--- src/rtl/mem_port_arbiter.sv ---
// Two-port (CPU / loader) arbiter and three-state sequencer for the shared synchronous memory port.
// Round-robin on ties; LDR_Lock masks the CPU at arbitration time only.
module mem_port_arbiter #(
    parameter int unsigned DataWidth = 16,
    parameter int unsigned AddrWidth = 8
) (
    input  logic                 Clk,
    input  logic                 Reset,
    input  logic                 CPU_Req,
    input  logic                 CPU_We,
    input  logic [AddrWidth-1:0] CPU_Addr,
    input  logic [DataWidth-1:0] CPU_DIn,
    output logic                 CPU_Ack,
    input  logic                 LDR_Req,
    input  logic                 LDR_We,
    input  logic [AddrWidth-1:0] LDR_Addr,
    input  logic [DataWidth-1:0] LDR_DIn,
    output logic                 LDR_Ack,
    input  logic                 LDR_Lock,
    output logic [DataWidth-1:0] RdData,
    output logic [AddrWidth-1:0] MEM_Addr,
    output logic [DataWidth-1:0] MEM_DIn,
    output logic                 MEM_Wr,
    output logic                 MEM_En,
    input  logic [DataWidth-1:0] MEM_DOut,
    output logic                 Busy,
    output logic                 Owner
);

    typedef enum logic [1:0] {
        StIdle   = 2'd0,
        StAccess = 2'd1,
        StDone   = 2'd2
    } state_e;

    state_e               state_q, state_d;
    logic                 owner_q, owner_d;
    logic                 we_q, we_d;
    logic [AddrWidth-1:0] addr_q, addr_d;
    logic [DataWidth-1:0] din_q, din_d;
    logic [DataWidth-1:0] rd_data_q, rd_data_d;

    logic cpu_elig;
    logic ldr_elig;
    logic grant_ldr;

    always_comb begin
        state_d   = state_q;
        owner_d   = owner_q;
        we_d      = we_q;
        addr_d    = addr_q;
        din_d     = din_q;
        rd_data_d = rd_data_q;

        cpu_elig  = CPU_Req & ~LDR_Lock;
        ldr_elig  = LDR_Req;
        // On a tie the port that did not win last time gets the grant.
        grant_ldr = (cpu_elig & ldr_elig) ? ~owner_q : ldr_elig;

        case (state_q)
            StIdle: begin
                if (cpu_elig | ldr_elig) begin
                    state_d = StAccess;
                    owner_d = grant_ldr;
                    we_d    = grant_ldr ? LDR_We   : CPU_We;
                    addr_d  = grant_ldr ? LDR_Addr : CPU_Addr;
                    din_d   = grant_ldr ? LDR_DIn  : CPU_DIn;
                end
            end
            StAccess: state_d = StDone;
            StDone: begin
                state_d = StIdle;
                if (!we_q) begin
                    rd_data_d = MEM_DOut;
                end
            end
            default: state_d = StIdle;
        endcase
    end

    always_ff @(posedge Clk) begin
        if (Reset) begin
            state_q   <= StIdle;
            owner_q   <= 1'b1;
            we_q      <= 1'b0;
            addr_q    <= '0;
            din_q     <= '0;
            rd_data_q <= '0;
        end else begin
            state_q   <= state_d;
            owner_q   <= owner_d;
            we_q      <= we_d;
            addr_q    <= addr_d;
            din_q     <= din_d;
            rd_data_q <= rd_data_d;
        end
    end

    always_comb begin
        MEM_En   = (state_q != StAccess);
        MEM_Wr   = (state_q == StAccess) ? ~we_q : 1'b1;
        MEM_Addr = addr_q;
        MEM_DIn  = din_q;
        Busy     = (state_q != StIdle);
        Owner    = owner_q;
        CPU_Ack  = (state_q == StDone) & ~owner_q;
        LDR_Ack  = (state_q == StDone) & owner_q;
        // Memory data only arrives in the Done cycle, so forward it there to meet the Ack cycle.
        RdData   = ((state_q == StDone) && !we_q) ? MEM_DOut : rd_data_q;
    end

endmodule

--- config.mk ---
export PLATFORM = sky130hd
export DESIGN_NAME = mem_port_arbiter
export DESIGN_NICKNAME = d
export VERILOG_FILES = /design/src/rtl/mem_port_arbiter.sv
export SDC_FILE = /design/constraint.sdc
export NUM_CORES = 1
export LEC_CHECK = 0
export ABC_AREA = 1
export BUFFER_PORTS_ARGS = -buffer_cell sky130_fd_sc_hd__buf_2
export CAP_MARGIN = 20
export CORE_MARGIN = 3
export CORE_UTILIZATION = 49
export CTS_BUF_LIST = sky130_fd_sc_hd__clkbuf_4 sky130_fd_sc_hd__clkbuf_8 sky130_fd_sc_hd__clkbuf_16
export CTS_CLUSTER_DIAMETER = 30
export CTS_CLUSTER_SIZE = 14
export DETAILED_ROUTE_END_ITERATION = 16
export GPL_TIMING_DRIVEN = 0
export PLACE_DENSITY = 0.91
export SLEW_MARGIN = 5
export SYNTH_ARGS = -nofsm -noshare
export SYNTH_HDL_FRONTEND = slang
export SYNTH_SLANG_ARGS = --single-unit
--- constraint.sdc ---
create_clock -name Clk -period 2.5 [get_ports Clk]
set_input_delay 0.125 -clock Clk [delete_from_list [all_inputs] [get_ports Clk]]
set_output_delay 0.125 -clock Clk [all_outputs]
set_load 0.01 [all_outputs]
# Word-level counts from Yosys, hierarchy flattened

Cells that the tools add are included.

Equal/unequal tests: 4
Mux-type cells: 8
Bitwise logic cells: 8
Reduce and logical (&&, ||, !) cells: 6

Operators with widths:

| operator                                                                | count |
|---|---|
| 16-bit two-way mux                                                      | 2 |
| 8-bit two-way mux                                                       | 1 |
| 1-bit AND                                                               | 4 |
| 2-bit case mux with 2 select lines                                      | 1 |
| 2-bit AND reduction                                                     | 2 |
| 1-bit two-way mux                                                       | 3 |
| 1-bit inverter                                                          | 3 |
| 2-bit by 1-bit equality test with 1-bit output, second input constant   | 1 |
| 2-bit equality test, second input constant                              | 1 |
| 2-bit logical NOT                                                       | 1 |
| 2-bit two-way mux                                                       | 1 |
| 2-bit by 1-bit inequality test with 1-bit output, second input constant | 1 |
| 2-bit inequality test, second input constant                            | 1 |
| 2-bit nonzero test                                                      | 1 |
| 1-bit logical AND                                                       | 1 |
| 1-bit logical NOT                                                       | 1 |
| 1-bit OR                                                                | 1 |

Register bits: 44
Output and inout port bits: 46

# Depth between registers and ports, before layout

Gate-level depths: netlist of run 1.

Word-level depth: 5
Gate-level depth with buffers: 8
Gate-level depth less buffers: 7

# Worst setup path after synthesis of run 1

Ideal clock, no wire load.

Path kind: register to register
Start point: register owner_q (netlist: Owner)
End point: register addr_q[0] (netlist: MEM_Addr[0])
Library setup time: 112 ps
Data arrival time: 1003 ps
Path slack: 1385 ps
Cell stages (with the launch flop): 7
Path buffers: 1
Clock period less this slack: 1115 ps
Path through: dfxtp_1 -> nand3_2 -> buf_2 -> nand3_1 -> nand2_1 -> nor2_1 -> nor2_1

Word-level cells in the longest chain between the ends: 3

RTL lines:

| what                   | RTL line | RTL |
|---|---|---|
| start, declared        | 37       | `logic owner_q, owner_d;` |
| start signal, assigned | 91       | `owner_q <= owner_d;` |
| 1-bit inverter         | 58       | `grant_ldr = (cpu_elig & ldr_elig) ? ~owner_q : ldr_elig;` |
| 1-bit two-way mux      | 58       |  |
| 8-bit two-way mux      | 66       | `addr_d = grant_ldr ? LDR_Addr : CPU_Addr;` |
| end signal, assigned   | 93       | `addr_q <= addr_d;` |
| end, declared          | 39       | `logic [AddrWidth-1:0] addr_q, addr_d;` |

Every way passes these cells.
A chain may end at the register's enable or synchronous reset.

# Worst setup path after layout of run 1

Start point: register state_q[0]
End point: output RdData[5]

Word-level cells in the longest chain between the ends: 3

RTL lines:

| what                   | RTL line | RTL |
|---|---|---|
| start, declared        | 36       | `state_e state_q, state_d;` |
| start signal, assigned | 83       | `state_q <= StIdle;` |
| start signal, assigned | 90       | `state_q <= state_d;` |
| 2-bit equality test    | 109      | `RdData = ((state_q == StDone) && !we_q) ? MEM_DOut : rd_data_q;` |
| 1-bit logical AND      | 109      |  |
| 16-bit two-way mux     | 109      |  |
| end, declared          | 20       | `output logic [DataWidth-1:0] RdData,` |

Every way passes these cells.

==> results of run 1 <==
-- worst max-delay path: stages, from the launching register on --
cell and delay, ps:
sky130_fd_sc_hd__dfxtp_1 350, sky130_fd_sc_hd__nor2_2 130, sky130_fd_sc_hd__nand2_1 140, sky130_fd_sc_hd__clkbuf_2 220, sky130_fd_sc_hd__o21ai_0 290, sky130_fd_sc_hd__inv_1 60, sky130_fd_sc_hd__buf_2 140
-- final timing paths --
kind         cells past startpoint  slack (ps)                      from                    endpoint
max                              6         750   state_q[0]$_SDFFE_PP0P_                   RdData[5]
min                              3         100              MEM_DOut[12]  rd_data_q[12]$_SDFFE_PP0N_
max reg2reg                      6        1140        Owner$_SDFFE_PP1P_           we_q$_SDFFE_PP0P_
min reg2reg                      4         520  MEM_Addr[4]$_SDFFE_PP0P_    MEM_Addr[4]$_SDFFE_PP0P_
-- flip-flops by register name, summed over array words and instances (netlist names) --
register,cells
MEM_Addr,8
MEM_DIn,16
Owner,1
state_q,2
we_q,1
rd_data_q,16
-- report_power, final --
group	internal [uW]	switching [uW]	total (uW)
sequential	763	29.9	793
clock	220	231	452
combinational	208	275	483
total	1190	536	1730
-- per-stage QoR --
step           cells  total power [uW]  util [%]
3_3_place_gp     537              1279     66.47
3_5_place_dp     537              1292     66.47
5_1_grt          545              1849     68.53
6_report         545              1728     68.53
2_1_floorplan    371              1114         -
4_1_cts          545              1749     68.53
-- layout by cell type (no fill, tap or decap), types with 2 or more instances in the layout --
cell	synthesis	routed
sky130_fd_sc_hd__clkbuf_8	0	6
sky130_fd_sc_hd__dfxtp_1	44	44
sky130_fd_sc_hd__o21ai_0	10	10
sky130_fd_sc_hd__inv_1	61	61
sky130_fd_sc_hd__clkbuf_1	3	3
sky130_fd_sc_hd__buf_6	7	7
sky130_fd_sc_hd__o21ai_1	6	6
sky130_fd_sc_hd__clkinv_2	0	2
sky130_fd_sc_hd__nor2_1	70	70
sky130_fd_sc_hd__nand3_1	28	28
sky130_fd_sc_hd__nand2_1	96	96
sky130_fd_sc_hd__inv_2	3	3
sky130_fd_sc_hd__a21boi_1	11	11
sky130_fd_sc_hd__a21boi_0	14	14
sky130_fd_sc_hd__buf_2	10	124
-- cell families (layout without fill, tap and decap cells) --
kind of cell,after synthesis,count (layout),synth area share (%)
flip-flops,44,44,37.35
AND/OR/NAND/NOR,198,198,33.79
buffers and inverters,87,209,16.82
AO/OA/AOI/OAI,42,42,12.04
-- routing by layer --
layer	up-vias	routed length (um)	part of all wire (%)
met3	9	497	8.4
met4	0	85	1.4
met2	103	2878	49
met1	1088	2461	42
li1	1343	-	-
met5	-	0	0
-- synthesized netlist by cell type --
library cell	number
sky130_fd_sc_hd__nand2_1	96
sky130_fd_sc_hd__nor2_1	70
sky130_fd_sc_hd__inv_1	61
sky130_fd_sc_hd__dfxtp_1	44
sky130_fd_sc_hd__nand3_1	28
sky130_fd_sc_hd__a21boi_0	14
sky130_fd_sc_hd__a21boi_1	11
sky130_fd_sc_hd__buf_2	10
sky130_fd_sc_hd__o21ai_0	10
sky130_fd_sc_hd__buf_6	7
sky130_fd_sc_hd__o21ai_1	6
sky130_fd_sc_hd__clkbuf_1	3
sky130_fd_sc_hd__inv_2	3
sky130_fd_sc_hd__a21oi_4	1
sky130_fd_sc_hd__buf_4	1
sky130_fd_sc_hd__clkbuf_2	1
sky130_fd_sc_hd__clkinv_1	1
sky130_fd_sc_hd__nand2_2	1
sky130_fd_sc_hd__nand2_4	1
sky130_fd_sc_hd__nand3_2	1
sky130_fd_sc_hd__nor2_2	1
-- final cells by class --
type / instances / share of cell area, %
multi-input combinational: 240 / 35.02
buffer: 22 / 4.945
sequential: 44 / 28.54
clock buffer: 6 / 2.675
inverter: 65 / 7.904
tap: 52 / 2.108
timing repair buffer: 114 / 18.48
clock inverter: 2 / 0.3243
==> impl_metrics.sql, run 1 <==
INSERT INTO impl_metrics (metric_group, metric, value, unit) VALUES
('place', 'hpwlAfterDp', '4674', 'um'),
('clock_network', 'insertion_delay', '290', 'ps'),
('synthesis', 'synth_top_cell_area_share', '37.35', '%'),
('global_routing', 'first_global_vias', '2297', ''),
('worst_hold_path', 'min_path_type', 'input port to flip-flop', ''),
('timing', 'final_hold_viol_count', '0', ''),
('synthesis', 'ys_warn_count', '0', ''),
('clock_network', 'deepest_level_of_the_cts_h_tree', '2', ''),
('worst_setup_path', 'critPathLaunchType', 'flip-flop', ''),
('timing', 'tns', '0', 'ps'),
('global_routing', 'global_route_wire_length_before_repair', '9370', 'um'),
('cells_and_area', 'multi_input_area', '1081', 'um2'),
('clock_network', 'post-cts-setup-buffers', '0', ''),
('synthesis', 'number_of_instances_in_the_synthesized_netlist', '371', ''),
('timing', 'max_slew.worst_pin.slew', '384.3', 'ps'),
('cells_and_area', 'syn2layout_area_growth', '30.88', '%'),
('floorplanning', 'die-height', '75.38', 'um'),
('worst_setup_path', 'cp.arrival', '1620', 'ps'),
('floorplanning', 'core-area', '4504', 'um2'),
('global_routing', 'use_met2', '40.84', '%'),
('synthesis', 'yosysTopAreaCell', 'sky130_fd_sc_hd__dfxtp_1', ''),
('synthesis', 'synth.area.top_cells', 'sky130_fd_sc_hd__dfxtp_1 37%, sky130_fd_sc_hd__nand2_1 15%, sky130_fd_sc_hd__nor2_1 11%, sky130_fd_sc_hd__inv_1 9.7%, sky130_fd_sc_hd__nand3_1 5.9%', ''),
('timing', 'post-route-worst-setup-slack', '750.6', 'ps'),
('worst_setup_path', 'cp_max_fo', '10', ''),
('clock_network', 'clk_path_buf_depth', '2', ''),
('cells_and_area', 'final.fill_count', '408', ''),
('clock_network', 'cts_tree', 'yes', ''),
('timing', 'post-route-period-util', '69.98', '%'),
('power_and_ir_drop', 'max-vdd-ir-drop', '0.2702', 'mV'),
('clock_network', 'cts_repair_resize_count', '0', ''),
('place', 'placement.setup.worst_slack', '1070', 'ps'),
('floorplanning', 'boundaryPins', '117', ''),
('detailed_routing', 'routed_wire_length_per_instance', '10.87', 'um'),
('place', 'place.port_buffers', '114', ''),
('global_routing', 'global_route.peak_usage_layer', 'met2', ''),
('synthesis', 'synth_area', '2359', 'um2'),
('cells_and_area', 'drive_above_1_share', '30.22', '%'),
('power_and_ir_drop', 'cellPowerDensity', '559.8', 'nW/um2'),
('clock_network', 'cts.reportedPaths.clkPinSlew', '80', 'ps'),
('timing', 'slew_violations', '0', ''),
('detailed_routing', 'drc', '0', ''),
('detailed_routing', 'final_wirelength', '5923', 'um'),
('worst_setup_path', 'critical_path_required', '2380', 'ps'),
('global_routing', 'grt_util_met1', '21.91', '%'),
('floorplanning', 'floorplan.die_area', '5681', 'um2'),
('cells_and_area', 'antennaDiodeCount', '0', ''),
('timing', 'final.min_clock_period', '1749', 'ps'),
('detailed_routing', 'detailedRoute.firstIterationViolations', '86', ''),
('clock_network', 'clock-sinks', '44', ''),
('place', 'routabilityCongestion', '0.8016', ''),
('synthesis', 'portion_of_the_post_synthesis_area_used_by_sequential_elements', '37.35', '%'),
('cells_and_area', 'ff_latch_area', '880.8', 'um2'),
('run', 'max_cap_viol_count', '0', ''),
('synthesis', 'synth_area_per_cell', '6.357', 'um2'),
('worst_setup_path', 'end_kind', 'primary output', ''),
('clock_network', 'cts_buffers', '5', ''),
('place', 'post_dp_cell_area', '2994', 'um2'),
('floorplanning', 'die_x', '75.38', 'um'),
('run_status', 'run_status', 'finished clean', ''),
('clock_network', 'ctsHoldBuffers', '0', ''),
('power_and_ir_drop', 'power_leakage', '0.001883', 'uW'),
('timing', 'fin_skew', '7.222', 'ps'),
('cells_and_area', 'finalNetCount', '563', ''),
('worst_setup_path', 'critPathKind', 'flip-flop to primary output', ''),
('clock_network', 'clk_root_buffer_cell', 'sky130_fd_sc_hd__clkbuf_8', ''),
('global_routing', 'globalRouteTotalUtil', '21.36', '%'),
('timing', 'max_clock_freq', '571.6', 'MHz'),
('synthesis', 'synth_cell_types', '21', ''),
('detailed_routing', 'detailroute.via_count', '2543', ''),
('timing', 'final.hold.worst_slack', '100.2', 'ps'),
('floorplanning', 'core.rowCount', '24', '');
(Power assumes the default switching activity.)
==> inputs of run 2 (changes only) <==
Settings changed: ABC_AREA 1 to 0, CORE_UTILIZATION 49 to 41, PLACE_DENSITY 0.91 to 0.82.
Clock period 2.5 ns to 1.45 ns, I/O delays scaled along.
==> impl_metrics.sql, run 2 <==
INSERT INTO impl_metrics (metric_group, metric, value, unit) VALUES
('cells_and_area', 'drive_above_1_share', '56.54', '%'),
('detailed_routing', 'detailroute.via_count', '2405', ''),
('floorplanning', 'initial_core_utilization', '44.14', '%'),
('detailed_routing', 'drt.antenna.violating_nets', '0', ''),
('floorplanning', 'boundaryPins', '117', ''),
('synthesis', 'yosysTopAreaCell', 'sky130_fd_sc_hd__dfxtp_1', ''),
('timing', 'final.min_clock_period', '1645', 'ps'),
('synthesis', 'synth_async_sr_flop_share', '0', '%'),
('worst_setup_path', 'crit_chain', 'nor3b_4, buf_6, buf_6, mux2_4, buf_6', ''),
('clock_network', 'cts_buffers', '5', ''),
('synthesis', 'synth_cell_types', '29', ''),
('clock_network', 'clk_path_buf_depth', '2', ''),
('power_and_ir_drop', 'sw_frac_of_total', '30.46', '%'),
('detailed_routing', 'routed_wire_length_per_instance', '16.04', 'um'),
('timing', 'final_hold_viol_count', '0', ''),
('power_and_ir_drop', 'netSwitchingPower', '992.1', 'uW'),
('timing', 'timing.slew.headroom', '34.06', '%'),
('timing', 'slew_violations', '0', ''),
('worst_setup_path', 'critPathLaunchType', 'flip-flop', ''),
('synthesis', 'synth_area_per_cell', '9.690', 'um2'),
('power_and_ir_drop', 'power_leakage', '0.001606', 'uW'),
('clock_network', 'insertion_delay', '300', 'ps'),
('detailed_routing', 'detailedRoute.firstIterationViolations', '112', ''),
('cells_and_area', 'mostFrequentLayoutCell', 'sky130_fd_sc_hd__buf_2', ''),
('clock_network', 'cts_tree', 'yes', ''),
('timing', 'final.hold.worst_slack', '47.87', 'ps'),
('power_and_ir_drop', 'p_int', '2264', 'uW'),
('timing', 'post-route-period-util', '113.5', '%'),
('timing', 'max_slew.worst_pin.slew', '989.1', 'ps'),
('run_status', 'failing_checks', 'negative setup slack', ''),
('global_routing', 'largest_net_degree_at_the_start_of_global_routing', '14', ''),
('clock_network', 'clock-sinks', '44', ''),
('run', 'max_cap_viol_count', '0', ''),
('worst_setup_path', 'cpPeakStageDelay', '360', 'ps'),
('floorplanning', 'die-height', '81.79', 'um'),
('worst_setup_path', 'cp_max_fo', '5', ''),
('worst_setup_path', 'end_kind', 'primary output', ''),
('synthesis', 'ys_top_cells_by_count', '44 x sky130_fd_sc_hd__dfxtp_1, 31 x sky130_fd_sc_hd__a221oi_1, 25 x sky130_fd_sc_hd__and2_1, 25 x sky130_fd_sc_hd__inv_1, 25 x sky130_fd_sc_hd__o21ai_0', ''),
('worst_setup_path', 'cell_with_the_biggest_individual_delay_on_the_critical_path', 'sky130_fd_sc_hd__dfxtp_4', ''),
('place', 'post-place-cells', '428', ''),
('power_and_ir_drop', 'power.share.combinational', '32.8', '%'),
('detailed_routing', 'final_wirelength', '7248', 'um'),
('clock_network', 'ctsHoldBuffers', '0', ''),
('synthesis', 'number_of_instances_in_the_synthesized_netlist', '243', ''),
('synthesis', 'portion_of_the_post_synthesis_area_used_by_sequential_elements', '37.41', '%'),
('synthesis', 'synth.area.top_cells', 'sky130_fd_sc_hd__dfxtp_1 37%, sky130_fd_sc_hd__a221oi_2 12%, sky130_fd_sc_hd__a221oi_1 12%, sky130_fd_sc_hd__mux2_2 6.7%, sky130_fd_sc_hd__and2_1 6.6%', ''),
('timing', 'max_clock_freq', '607.8', 'MHz'),
('clock_network', 'cts.reportedPaths.clkPinSlew', '90', 'ps'),
('timing', 'finalSetupViolations', '44', ''),
('clock_network', 'deepest_level_of_the_cts_h_tree', '2', ''),
('synthesis', 'synth_top_flop_cell', 'sky130_fd_sc_hd__dfxtp_1', ''),
('timing', 'setup_repair_after_global_routing_missed_its_margin', 'yes', ''),
('detailed_routing', 'drt_pass1_iterations', '4', ''),
('global_routing', 'gr-total-overflow', '0', ''),
('power_and_ir_drop', 'max-vdd-ir-drop', '0.4674', 'mV'),
('synthesis', 'count_leader_synth', 'sky130_fd_sc_hd__dfxtp_1', ''),
('synthesis', 'ys_seq_elements', '44', ''),
('global_routing', 'first_global_vias', '2366', ''),
('run_status', 'run_status', 'finished with violations', ''),
('power_and_ir_drop', 'cellPowerDensity', '879.6', 'nW/um2'),
('floorplanning', 'core.rowCount', '26', ''),
('worst_setup_path', 'critical_path_required', '1380', 'ps'),
('cells_and_area', 'mostFrequentLayoutCells', '99 x sky130_fd_sc_hd__buf_2, 41 x sky130_fd_sc_hd__dfxtp_1, 32 x sky130_fd_sc_hd__a221oi_2, 30 x sky130_fd_sc_hd__buf_6', ''),
('power_and_ir_drop', 'clock_power_share', '25.5', '%'),
('worst_setup_path', 'critPathKind', 'flip-flop to primary output', ''),
('cells_and_area', 'fin_util', '69.39', '%'),
('clock_network', 'clk_root_buffer_cell', 'sky130_fd_sc_hd__clkbuf_8', ''),
('global_routing', 'globalRouteTotalUtil', '21.38', '%'),
('synthesis', 'syn-num-nets', '314', ''),
('timing', 'post-route-worst-setup-slack', '-195.4', 'ps'),
('power_and_ir_drop', 'seq_power_share', '41.7', '%'),
('global_routing', 'global_route_wire_length_before_repair', '11070', 'um'),
('detailed_routing', 'drc', '0', ''),
('detailed_routing', 'via_per_inst', '5.321', ''),
('worst_setup_path', 'cp_common_cell', 'sky130_fd_sc_hd__buf_6', ''),
('place', 'place.port_buffers', '115', ''),
('place', 'hpwlAfterDp', '4977', 'um'),
('cells_and_area', 'finalNetCount', '452', ''),
('cells_and_area', 'syn2layout_area_growth', '57.23', '%'),
('synthesis', 'ys_warn_count', '0', ''),
('timing', 'fin_skew', '14.09', 'ps'),
('floorplanning', 'floorplan.die_area', '6689', 'um2'),
('worst_setup_path', 'cp.arrival', '1570', 'ps'),
('global_routing', 'number_of_antenna_violations_at_the_first_check_in_global_routing', '0', ''),
('cells_and_area', 'antennaDiodeCount', '0', ''),
('floorplanning', 'core-area', '5335', 'um2'),
('synthesis', 'synth_area', '2355', 'um2'),
('worst_hold_path', 'min_path_type', 'input port to flip-flop', ''),
('synthesis', 'synth_top_cell_area_share', '37.41', '%'),
('floorplanning', 'die_x', '81.79', 'um'),
('synthesis', 'synth_edf_count', '0', ''),
('place', 'routabilityCongestion', '0.7848', ''),
('cells_and_area', 'instances_no_fill', '452', '');
==> run 2: power by group through the flow <==
stage / registers [uW] / logic [uW] / clock network [uW]
final: 1360 / 1070 / 829
after global routing: 1370 / 1150 / 894
after CTS: 1360 / 1030 / 851
after detailed placement: 1390 / 808 / 0
after global placement: 1380 / 790 / 0
after floorplan: 1420 / 482 / 0
==> run 2: layout make-up <==
cell class	instances	area, um2
Sequential cell	44	887.1
Clock buffer	7	90.09
Multi-Input combinational cell	146	1471
Tap cell	70	87.58
Timing Repair Buffer	132	893.4
Fill cell	429	1633
Clock inverter	1	7.507
Buffer	26	167.7
Inverter	26	97.59
==> run 2: final timing paths <==
kind	from	end	slack, ps	depth (start not counted)
min reg2reg	MEM_DIn[1]$_SDFFE_PP0P_	MEM_DIn[1]$_SDFFE_PP0P_	460	2
max	state_q[0]$_SDFFE_PP0P_	RdData[7]	-200	5
min	CPU_DIn[6]	MEM_DIn[6]$_SDFFE_PP0P_	50	3
max reg2reg	state_q[0]$_SDFFE_PP0P_	MEM_Addr[7]$_SDFFE_PP0P_	-150	6
==> run 2: cell families (layout without fill, tap and decap cells) <==
logic type,Yosys count,in the layout,synth area share (%)
compound gates,77,77,29.65
buf+inv,53,192,10.57
flops,44,44,37.41
mux,16,16,7.651
simple gates,53,53,14.72
==> run 2: routing by layer <==
layer	up-vias	part of all wire (%)	routed length (um)	global-route usage, %
li1	1164	-	-	-
met1	1139	41	2946	25.89
met2	96	50	3660	38.37
met3	6	8.0	577	4.934
met4	0	0.87	63	4.485
met5	-	0	0	0
==> run 2: what timing repair did <==
action                     in CTS  in global routing
buffers inserted               11                  3
resized for setup              73                 20
setup endpoints to repair      52                 57
hold endpoints to repair        0                  0
pin swaps                      23                  2
cloned                          4                  0
==> run 2: metrics by stage <==
stage	setup WS, ps	TNS [ps]	power, uW	cell area (um2)
detailed placement	-265.4	-6106	2195	3022
floorplan	-23.89	-230.5	1898	2359
finish	-195.4	-5399	3257	3702
CTS	-188.8	-6666	3237	3597
global placement	-144.0	-4925	2173	3022
global route	-270.3	-8724	3415	3702
==> run 2: worst max-delay path, delay by kind of cell, from the launching register on <==
family,cells,cell delay [ps]
buffers and inverters,3,410
flip-flops,1,360
multiplexers,1,320
AND/OR/NAND/NOR,1,190
